==> config.mk <==
export PLATFORM = sky130hd
export DESIGN_NAME = iopmp_tl_arbiter_flat
export DESIGN_NICKNAME = d
export VERILOG_FILES = /design/src/rtl/iopmp_tl_arbiter_pkg.sv /design/src/rtl/iopmp_tl_arbiter_if.sv /design/src/rtl/iopmp_tl_arbiter_rr_pick.sv /design/src/rtl/iopmp_tl_arbiter.sv /design/src/flat_wrapper.sv
export SDC_FILE = /design/constraint.sdc
export NUM_CORES = 1
export LEC_CHECK = 0
export CORE_AREA = 2 2 169 171
export CTS_BUF_LIST = sky130_fd_sc_hd__clkbuf_8
export DETAILED_ROUTE_END_ITERATION = 10
export DIE_AREA = 0 0 171 173
export PLACE_DENSITY = 0.49
export SLEW_MARGIN = 20
export SYNTH_ARGS = -nofsm -noshare
export SYNTH_HDL_FRONTEND = slang
export SYNTH_SLANG_ARGS = --single-unit
==> constraint.sdc <==
create_clock -name clk_i -period 4.47 [get_ports clk_i]
set_clock_uncertainty 0.05 [all_clocks]
set_input_delay 0.447 -clock clk_i [delete_from_list [all_inputs] [get_ports clk_i]]
set_output_delay 0.447 -clock clk_i [all_outputs]
set_load 0.05 [all_outputs]
==> src/rtl/iopmp_tl_arbiter_pkg.sv <==
// Shared definitions for the IOPMP TL-UL request arbiter.
// Holds the master count, the SID width derived from it, the TL-UL field
// widths and opcodes, the arbiter state encoding and a one-hot helper.
package iopmp_tl_arbiter_pkg;

  localparam int NUM_MASTERS = 3;
  localparam int SID_W       = (NUM_MASTERS > 1) ? $clog2(NUM_MASTERS) : 1;

  localparam int TL_AW  = 32;
  localparam int TL_DW  = 32;
  localparam int TL_DBW = TL_DW / 8;
  localparam int TL_SZW = 2;
  localparam int TL_AIW = 8;

  localparam logic [2:0] PutFullData    = 3'd0;
  localparam logic [2:0] PutPartialData = 3'd1;
  localparam logic [2:0] Get            = 3'd4;
  localparam logic [2:0] AccessAck      = 3'd0;
  localparam logic [2:0] AccessAckData  = 3'd1;

  typedef enum logic [1:0] {
    ARB_IDLE = 2'd0,
    ARB_REQ  = 2'd1,
    ARB_RESP = 2'd2
  } arb_state_t;

  // Decode a master index into a one-hot master vector.
  function automatic logic [NUM_MASTERS-1:0] sid_onehot(input logic [SID_W-1:0] sid);
    logic [NUM_MASTERS-1:0] oh;
    for (int i = 0; i < NUM_MASTERS; i++) begin
      oh[i] = (sid == SID_W'(i));
    end
    return oh;
  endfunction

endpackage

==> src/rtl/iopmp_tl_arbiter_if.sv <==
// Bus bundle between the requesting masters, the arbiter and the IOPMP
// checker. Signal suffixes are from the arbiter's point of view.
//   slave  : the arbiter (takes master A requests, drives the checker side)
//   master : the surrounding environment (masters plus downstream checker)
interface iopmp_tl_arbiter_if;
  import iopmp_tl_arbiter_pkg::*;

  // Master-side A channel
  logic [NUM_MASTERS-1:0]             m_a_valid_i;
  logic [NUM_MASTERS-1:0]             m_a_ready_o;
  logic [NUM_MASTERS-1:0][2:0]        m_a_opcode_i;
  logic [NUM_MASTERS-1:0][TL_AW-1:0]  m_a_address_i;
  logic [NUM_MASTERS-1:0][TL_DW-1:0]  m_a_data_i;
  logic [NUM_MASTERS-1:0][TL_DBW-1:0] m_a_mask_i;
  logic [NUM_MASTERS-1:0][TL_SZW-1:0] m_a_size_i;
  logic [NUM_MASTERS-1:0][TL_AIW-1:0] m_a_source_i;
  // Master-side D channel (payload broadcast, valid per master)
  logic [NUM_MASTERS-1:0]             m_d_valid_o;
  logic [NUM_MASTERS-1:0]             m_d_ready_i;
  logic [2:0]                         m_d_opcode_o;
  logic [TL_DW-1:0]                   m_d_data_o;
  logic                               m_d_error_o;
  logic [TL_AIW-1:0]                  m_d_source_o;
  // Downstream A channel
  logic                               dn_a_valid_o;
  logic                               dn_a_ready_i;
  logic [2:0]                         dn_a_opcode_o;
  logic [TL_AW-1:0]                   dn_a_address_o;
  logic [TL_DW-1:0]                   dn_a_data_o;
  logic [TL_DBW-1:0]                  dn_a_mask_o;
  logic [TL_SZW-1:0]                  dn_a_size_o;
  logic [TL_AIW-1:0]                  dn_a_source_o;
  logic [SID_W-1:0]                   sid_o;
  // Downstream D channel
  logic                               dn_d_valid_i;
  logic                               dn_d_ready_o;
  logic [2:0]                         dn_d_opcode_i;
  logic [TL_DW-1:0]                   dn_d_data_i;
  logic                               dn_d_error_i;
  logic [TL_AIW-1:0]                  dn_d_source_i;
  // Status
  logic                               busy_o;

  modport slave (
    input  m_a_valid_i, m_a_opcode_i, m_a_address_i, m_a_data_i, m_a_mask_i,
           m_a_size_i, m_a_source_i, m_d_ready_i, dn_a_ready_i, dn_d_valid_i,
           dn_d_opcode_i, dn_d_data_i, dn_d_error_i, dn_d_source_i,
    output m_a_ready_o, m_d_valid_o, m_d_opcode_o, m_d_data_o, m_d_error_o,
           m_d_source_o, dn_a_valid_o, dn_a_opcode_o, dn_a_address_o, dn_a_data_o,
           dn_a_mask_o, dn_a_size_o, dn_a_source_o, sid_o, dn_d_ready_o, busy_o
  );

  modport master (
    output m_a_valid_i, m_a_opcode_i, m_a_address_i, m_a_data_i, m_a_mask_i,
           m_a_size_i, m_a_source_i, m_d_ready_i, dn_a_ready_i, dn_d_valid_i,
           dn_d_opcode_i, dn_d_data_i, dn_d_error_i, dn_d_source_i,
    input  m_a_ready_o, m_d_valid_o, m_d_opcode_o, m_d_data_o, m_d_error_o,
           m_d_source_o, dn_a_valid_o, dn_a_opcode_o, dn_a_address_o, dn_a_data_o,
           dn_a_mask_o, dn_a_size_o, dn_a_source_o, sid_o, dn_d_ready_o, busy_o
  );

endinterface

==> src/rtl/iopmp_tl_arbiter_rr_pick.sv <==
// iopmp_rr_pick: combinational round-robin picker.
// Ports:
//   req_i  : request vector
//   ptr_i  : highest-priority index (search starts here and wraps)
//   idx_o  : index of the first set request at or after ptr_i
//   any_o  : at least one request is set
module iopmp_rr_pick #(
  parameter int NUM_REQ = 3,
  parameter int IDX_W   = 2
) (
  input  logic [NUM_REQ-1:0] req_i,
  input  logic [IDX_W-1:0]   ptr_i,
  output logic [IDX_W-1:0]   idx_o,
  output logic               any_o
);

  // Scan from the farthest candidate to the nearest so the nearest set
  // request (closest to ptr_i, wrapping) is the last one to overwrite idx_o.
  always_comb begin
    int unsigned start_v;
    int unsigned cand_v;
    idx_o   = '0;
    any_o   = 1'b0;
    start_v = (32'(ptr_i) < NUM_REQ) ? 32'(ptr_i) : 32'd0;
    for (int k = NUM_REQ - 1; k >= 0; k--) begin
      cand_v = start_v + 32'(k);
      cand_v = (cand_v >= NUM_REQ) ? cand_v - NUM_REQ : cand_v;
      idx_o  = req_i[cand_v] ? IDX_W'(cand_v) : idx_o;
      any_o  = any_o | req_i[cand_v];
    end
  end

endmodule

==> src/rtl/iopmp_tl_arbiter.sv <==
// iopmp_tl_arbiter: round-robin arbiter sharing one TL-UL path into the
// IOPMP checker between NUM_MASTERS requesters, one transaction in flight.
// Ports:
//   clk_i, rst_i : clock, asynchronous active-high reset
//   bus          : iopmp_tl_arbiter_if.slave (master A/D, downstream A/D,
//                  sid_o with the granted master index, busy_o)
module iopmp_tl_arbiter
  import iopmp_tl_arbiter_pkg::*;
(
  input  logic               clk_i,
  input  logic               rst_i,
  iopmp_tl_arbiter_if.slave  bus
);

  arb_state_t             state_q, state_d;
  logic [SID_W-1:0]       owner_q, owner_d;
  logic [SID_W-1:0]       rr_ptr_q, rr_ptr_d;
  logic [SID_W-1:0]       pick_idx;
  logic                   pick_any;
  logic [NUM_MASTERS-1:0] owner_oh;

  iopmp_rr_pick #(
    .NUM_REQ (NUM_MASTERS),
    .IDX_W   (SID_W)
  ) u_rr_pick (
    .req_i (bus.m_a_valid_i),
    .ptr_i (rr_ptr_q),
    .idx_o (pick_idx),
    .any_o (pick_any)
  );

  assign owner_oh = sid_onehot(owner_q);

  // A payload always follows the owner; only dn_a_valid_o is qualified by state.
  assign bus.dn_a_opcode_o  = bus.m_a_opcode_i[owner_q];
  assign bus.dn_a_address_o = bus.m_a_address_i[owner_q];
  assign bus.dn_a_data_o    = bus.m_a_data_i[owner_q];
  assign bus.dn_a_mask_o    = bus.m_a_mask_i[owner_q];
  assign bus.dn_a_size_o    = bus.m_a_size_i[owner_q];
  assign bus.dn_a_source_o  = bus.m_a_source_i[owner_q];

  // D payload is broadcast; only the owner sees m_d_valid_o.
  assign bus.m_d_opcode_o   = bus.dn_d_opcode_i;
  assign bus.m_d_data_o     = bus.dn_d_data_i;
  assign bus.m_d_error_o    = bus.dn_d_error_i;
  assign bus.m_d_source_o   = bus.dn_d_source_i;

  assign bus.busy_o = (state_q != ARB_IDLE);

  // Next-state and handshake steering.
  always_comb begin
    state_d          = state_q;
    owner_d          = owner_q;
    rr_ptr_d         = rr_ptr_q;
    bus.m_a_ready_o  = '0;
    bus.m_d_valid_o  = '0;
    bus.dn_a_valid_o = 1'b0;
    bus.dn_d_ready_o = 1'b0;
    bus.sid_o        = '0;
    case (state_q)
      ARB_IDLE: begin
        if (pick_any) begin
          owner_d = pick_idx;
          state_d = ARB_REQ;
        end else begin
          state_d = ARB_IDLE;
        end
      end
      ARB_REQ: begin
        bus.sid_o        = owner_q;
        bus.dn_a_valid_o = bus.m_a_valid_i[owner_q];
        bus.m_a_ready_o  = owner_oh & {NUM_MASTERS{bus.dn_a_ready_i}};
        // A withdrawn request is abandoned without advancing the pointer.
        if (!bus.m_a_valid_i[owner_q]) begin
          state_d = ARB_IDLE;
        end else if (bus.dn_a_ready_i) begin
          state_d = ARB_RESP;
        end else begin
          state_d = ARB_REQ;
        end
      end
      ARB_RESP: begin
        bus.sid_o        = owner_q;
        bus.m_d_valid_o  = owner_oh & {NUM_MASTERS{bus.dn_d_valid_i}};
        bus.dn_d_ready_o = bus.m_d_ready_i[owner_q];
        if (bus.dn_d_valid_i && bus.m_d_ready_i[owner_q]) begin
          rr_ptr_d = (owner_q == SID_W'(NUM_MASTERS - 1)) ? SID_W'(0) : owner_q + SID_W'(1);
          state_d  = ARB_IDLE;
        end else begin
          state_d  = ARB_RESP;
        end
      end
      default: begin
        state_d = ARB_IDLE;
      end
    endcase
  end

  // State, owner and round-robin pointer registers.
  always_ff @(posedge clk_i or posedge rst_i) begin
    if (rst_i) begin
      state_q  <= ARB_IDLE;
      owner_q  <= '0;
      rr_ptr_q <= '0;
    end else begin
      state_q  <= state_d;
      owner_q  <= owner_d;
      rr_ptr_q <= rr_ptr_d;
    end
  end

endmodule

==> src/flat_wrapper.sv <==
// flat-port wrapper written by rule: the top's interface ports become plain ports
module iopmp_tl_arbiter_flat import iopmp_tl_arbiter_pkg::*;
  (clk_i, rst_i, bus_m_a_valid_i, bus_m_a_opcode_i, bus_m_a_address_i, bus_m_a_data_i, bus_m_a_mask_i, bus_m_a_size_i, bus_m_a_source_i, bus_m_d_ready_i, bus_dn_a_ready_i, bus_dn_d_valid_i, bus_dn_d_opcode_i, bus_dn_d_data_i, bus_dn_d_error_i, bus_dn_d_source_i, bus_m_a_ready_o, bus_m_d_valid_o, bus_m_d_opcode_o, bus_m_d_data_o, bus_m_d_error_o, bus_m_d_source_o, bus_dn_a_valid_o, bus_dn_a_opcode_o, bus_dn_a_address_o, bus_dn_a_data_o, bus_dn_a_mask_o, bus_dn_a_size_o, bus_dn_a_source_o, bus_sid_o, bus_dn_d_ready_o, bus_busy_o);
  iopmp_tl_arbiter_if bus_i ();
  input  logic clk_i;
  input  logic rst_i;
  input wire logic [$bits(bus_i.m_a_valid_i)-1:0] bus_m_a_valid_i;
  input wire logic [$bits(bus_i.m_a_opcode_i)-1:0] bus_m_a_opcode_i;
  input wire logic [$bits(bus_i.m_a_address_i)-1:0] bus_m_a_address_i;
  input wire logic [$bits(bus_i.m_a_data_i)-1:0] bus_m_a_data_i;
  input wire logic [$bits(bus_i.m_a_mask_i)-1:0] bus_m_a_mask_i;
  input wire logic [$bits(bus_i.m_a_size_i)-1:0] bus_m_a_size_i;
  input wire logic [$bits(bus_i.m_a_source_i)-1:0] bus_m_a_source_i;
  input wire logic [$bits(bus_i.m_d_ready_i)-1:0] bus_m_d_ready_i;
  input wire logic [$bits(bus_i.dn_a_ready_i)-1:0] bus_dn_a_ready_i;
  input wire logic [$bits(bus_i.dn_d_valid_i)-1:0] bus_dn_d_valid_i;
  input wire logic [$bits(bus_i.dn_d_opcode_i)-1:0] bus_dn_d_opcode_i;
  input wire logic [$bits(bus_i.dn_d_data_i)-1:0] bus_dn_d_data_i;
  input wire logic [$bits(bus_i.dn_d_error_i)-1:0] bus_dn_d_error_i;
  input wire logic [$bits(bus_i.dn_d_source_i)-1:0] bus_dn_d_source_i;
  output wire logic [$bits(bus_i.m_a_ready_o)-1:0] bus_m_a_ready_o;
  output wire logic [$bits(bus_i.m_d_valid_o)-1:0] bus_m_d_valid_o;
  output wire logic [$bits(bus_i.m_d_opcode_o)-1:0] bus_m_d_opcode_o;
  output wire logic [$bits(bus_i.m_d_data_o)-1:0] bus_m_d_data_o;
  output wire logic [$bits(bus_i.m_d_error_o)-1:0] bus_m_d_error_o;
  output wire logic [$bits(bus_i.m_d_source_o)-1:0] bus_m_d_source_o;
  output wire logic [$bits(bus_i.dn_a_valid_o)-1:0] bus_dn_a_valid_o;
  output wire logic [$bits(bus_i.dn_a_opcode_o)-1:0] bus_dn_a_opcode_o;
  output wire logic [$bits(bus_i.dn_a_address_o)-1:0] bus_dn_a_address_o;
  output wire logic [$bits(bus_i.dn_a_data_o)-1:0] bus_dn_a_data_o;
  output wire logic [$bits(bus_i.dn_a_mask_o)-1:0] bus_dn_a_mask_o;
  output wire logic [$bits(bus_i.dn_a_size_o)-1:0] bus_dn_a_size_o;
  output wire logic [$bits(bus_i.dn_a_source_o)-1:0] bus_dn_a_source_o;
  output wire logic [$bits(bus_i.sid_o)-1:0] bus_sid_o;
  output wire logic [$bits(bus_i.dn_d_ready_o)-1:0] bus_dn_d_ready_o;
  output wire logic [$bits(bus_i.busy_o)-1:0] bus_busy_o;
  assign bus_i.m_a_valid_i = bus_m_a_valid_i;
  assign bus_i.m_a_opcode_i = bus_m_a_opcode_i;
  assign bus_i.m_a_address_i = bus_m_a_address_i;
  assign bus_i.m_a_data_i = bus_m_a_data_i;
  assign bus_i.m_a_mask_i = bus_m_a_mask_i;
  assign bus_i.m_a_size_i = bus_m_a_size_i;
  assign bus_i.m_a_source_i = bus_m_a_source_i;
  assign bus_i.m_d_ready_i = bus_m_d_ready_i;
  assign bus_i.dn_a_ready_i = bus_dn_a_ready_i;
  assign bus_i.dn_d_valid_i = bus_dn_d_valid_i;
  assign bus_i.dn_d_opcode_i = bus_dn_d_opcode_i;
  assign bus_i.dn_d_data_i = bus_dn_d_data_i;
  assign bus_i.dn_d_error_i = bus_dn_d_error_i;
  assign bus_i.dn_d_source_i = bus_dn_d_source_i;
  assign bus_m_a_ready_o = bus_i.m_a_ready_o;
  assign bus_m_d_valid_o = bus_i.m_d_valid_o;
  assign bus_m_d_opcode_o = bus_i.m_d_opcode_o;
  assign bus_m_d_data_o = bus_i.m_d_data_o;
  assign bus_m_d_error_o = bus_i.m_d_error_o;
  assign bus_m_d_source_o = bus_i.m_d_source_o;
  assign bus_dn_a_valid_o = bus_i.dn_a_valid_o;
  assign bus_dn_a_opcode_o = bus_i.dn_a_opcode_o;
  assign bus_dn_a_address_o = bus_i.dn_a_address_o;
  assign bus_dn_a_data_o = bus_i.dn_a_data_o;
  assign bus_dn_a_mask_o = bus_i.dn_a_mask_o;
  assign bus_dn_a_size_o = bus_i.dn_a_size_o;
  assign bus_dn_a_source_o = bus_i.dn_a_source_o;
  assign bus_sid_o = bus_i.sid_o;
  assign bus_dn_d_ready_o = bus_i.dn_d_ready_o;
  assign bus_busy_o = bus_i.busy_o;
  iopmp_tl_arbiter u_core (.clk_i(clk_i), .rst_i(rst_i), .bus(bus_i));
endmodule
==> results.md <==
* GRT overflow at 0
* Final setup vio count at 0
* Critical path's slowest cell: clkdlybuf4s50_1
* Post-DR vias/cell at about 3.6
* Diodes inserted at 0
* Net Count, Synth at between 700 and 800
* Startpoint Class: register
* Worst path required time at 3970 ps
* DRT Pass-1 Iters at 4
* Tcrit/Tclk final at 0.741
* F_max at around 300 MHz
* Root Buffer Master: clkbuf_8
* Max-slew headroom at 0.559
* Pwr/cell area at between 500 and 600 mW/mm^2
* Min Tclk post-route at 3310 ps
* Slew Viols, Final at 0
* Worst-Margin Slew at roughly 660 ps
* Core Rows at 61
* Flops & latches, synth at 6
* Worst hold path class: in -> async
* Port bufs at approximately 340
* CP max stage delay at ~870 ps
* Drt total wl at roughly 15 mm
* Die Y-Extent at between 150 and 200 um
* TritonCTS Sinks at 6
* Htree depth at 1
* Top post-synthesis cells by area: mux2i_1 31%, o21ai_0 16%, buf_4 15%
* GRT Overall Usage at 0.0888
* Post-route ant nets at 0
* Number of global-route vias before repair at around 3,900
* Post-CTS Setup Inserts at 0
* Crit. End Element: output pin
* Hold_buf cts at 0
* CTS buffer count at 3
* Critical path cell sequence: buf_12 -> mux2i_1 -> o21ai_0 -> clkdlybuf4s50_1
* Register area at 155 um^2
* Number of nets in the layout at 985
* Status: finished clean
* Leakage at about 2.2 nW
* Area leader, netlist: mux2i_1
* Post-CTS sizing at 0
* Dpl hpwl at 12.0 mm
* Bufs on Longest Clock Path at 2
* Cells after Synth at just under 400
* Fill count at a little over 3,000
* Final Total Pwr at around 0.0035 W
* Worst EP arrival at between 2000 and 3000 ps
* Worst-Skew Late Latency at 230 ps
* Ys Warns at 0
* Drt drc at 0
* Vias post-DR at ~3,800
* Synth top area share at 0.315
* Cell Area, Synth at approximately 0.0027 mm^2
* Sequential-to-total area share from yosys stat at 0.0562
* Share of cells above drive strength 1 at 0.0236
* CP Max Fanout at 46
* Fin. Hold Viols at 0
* CTS tree: done
* Setup TNS at 0 ps
* Largest net degree at the start of global routing at just under 50
* Initial Utilization at 0.0967
* Routed length per instance at ~14 um
* Routability cong. at a little under 0.8
* Global-route wire length before repair at roughly 21 mm
* Drt initial violations at 91
* Die Area at 0.0296 mm^2
* Clock Pin Slew Worst Setup and Hold Paths at approximately 40 ps
* Core footprint at 0.0276 mm^2
* Antenna violations before repair at 0
* Area used by multi-input combinational logic at about 0.0020 mm^2
* Synth Area per Inst at just under 7 um^2
* Area Growth Syn to Fin at 133%
* Peak supply drop at roughly 0.00028 V
* Worst setup path class: reg -> out
* I/O pin count at about 430
* Number of max-cap violations at 0
* Post-synthesis cell type count at 31
* Chip Width at around 170 um
* Unrepaired setup endpoints after global routing: no
[flip-flops by register name, indices dropped and copies added, names as in the netlist]
signal           cells
u_core.rr_ptr_q      2
u_core.owner_q       2
u_core.state_q       2
[cells by family (layout without fill, tap and decap cells)]
| family | after synthesis | after routing | synth area share |
|---|---|---|---|
| compound gates | 106 | 106 | 0.223 |
| buf+inv | 82 | 364 | 0.193 |
| simple gates | 110 | 110 | 0.171 |
| fa+ha+maj | 8 | 8 | 0.0375 |
| mux | 85 | 85 | 0.319 |
| flops | 6 | 6 | 0.0562 |
[metrics by stage]
| step | area [um^2] | setup slack [ps] | util | cells | hold slack, ps |
|---|---|---|---|---|---|
| after floorplan | 2670 | 2010 | - | 397 | 188 |
| after global placement | 6180 | 1310 | 0.224 | 1053 | 546 |
| after detailed placement | 6180 | 1350 | 0.224 | 1053 | 550 |
| after CTS | 6230 | 1090 | 0.225 | 1057 | 407 |
| after global routing | 6230 | 974 | 0.225 | 1057 | 424 |
| final | 6230 | 1160 | 0.225 | 1057 | 400 |
[cell usage in the layout (no fill, tap or decap)]
cell | netlist | final
clkdlybuf4s50_1 | 0 | 344
nand2_1 | 86 | 86
o21ai_0 | 86 | 86
mux2i_1 | 84 | 84
inv_1 | 10 | 11
ha_1 | 8 | 8
nor2_1 | 6 | 6
a21oi_1 | 5 | 5
nor3_1 | 5 | 5
buf_4 | 54 | 5
dfrtp_1 | 6 | 4
o211ai_1 | 3 | 3
and2_1 | 3 | 3
clkbuf_8 | 0 | 3
or2b_1 | 2 | 2
nand3b_1 | 2 | 2
a211o_1 | 2 | 2
nand2b_1 | 2 | 2
o41ai_1 | 2 | 2
nand4b_1 | 1 | 1
a22o_1 | 1 | 1
nand3_1 | 1 | 1
o2bb2ai_2 | 1 | 1
a221oi_2 | 1 | 1
mux2_2 | 1 | 1
nor2b_4 | 0 | 1
a22oi_2 | 1 | 1
o21a_1 | 1 | 1
o2bb2ai_1 | 1 | 1
nor2b_1 | 2 | 1
a21boi_0 | 1 | 1
o221ai_1 | 1 | 1
buf_12 | 0 | 1
dfrtp_2 | 0 | 1
dfrtp_4 | 0 | 1
[synth_stat cells]
cell,n
a211o_1,2
a21boi_0,1
a21oi_1,5
a221oi_2,1
a22o_1,1
a22oi_2,1
and2_1,3
buf_2,3
buf_4,54
clkbuf_1,15
dfrtp_1,6
ha_1,8
inv_1,10
mux2_2,1
mux2i_1,84
nand2_1,86
nand2b_1,2
nand3_1,1
nand3b_1,2
nand4b_1,1
nor2_1,6
nor2b_1,2
nor3_1,5
o211ai_1,3
o21a_1,1
o21ai_0,86
o221ai_1,1
o2bb2ai_1,1
o2bb2ai_2,1
o41ai_1,2
or2b_1,2
[worst max-delay path, delay by kind of cell (launching register included)]
kind,cells,cell delay [ps]
DFF,1,850
buffers and inverters,2,1240
AOI/OAI and AO/OA,1,290
muxes,1,140
[layer usage]
layer	global-route usage	routed length [um]	vias to the layer above	part of all wire
met5	0	0	-	0
met4	0.0187	318	0	0.022
met3	0.0192	1430	32	0.097
met2	0.180	7690	209	0.52
met1	0.0910	5330	1656	0.36
li1	-	-	1901	-
[worst paths after layout]
| check | from | to | slack (ps) | cells after the start |
|---|---|---|---|---|
| worst max-delay path | u_core.owner_q[1] | bus_dn_a_source_o[1] | 1160 | 4 |
| worst min-delay path | rst_i | u_core.owner_q[1] | 400 | 2 |
| worst max register to register | u_core.owner_q[0] | u_core.rr_ptr_q[0] | 2400 | 5 |
| worst min register to register | u_core.rr_ptr_q[1] | u_core.rr_ptr_q[1] | 550 | 2 |
| max in group asynchronous | rst_i | u_core.owner_q[1] | 3730 | 2 |
| min in group clk_i | u_core.rr_ptr_q[1] | u_core.rr_ptr_q[1] | 550 | 2 |
[where the power goes]
group	switching (W)	internal (W)	total, W
combinational	0.00213	0.00117	0.00329
sequential	0.0000685	0.0000799	0.000148
clock	0.0000270	0.0000593	0.0000863
[layout make-up]
class | count | area share
clock buffers | 3 | 0.00663
flip-flops and latches | 6 | 0.0249
repair buffers | 350 | 0.562
multi-input cells | 309 | 0.324
inverters | 10 | 0.00603
well taps | 378 | 0.0760
clock inverters | 1 | 0.000603
(Power assumes the default switching activity.)
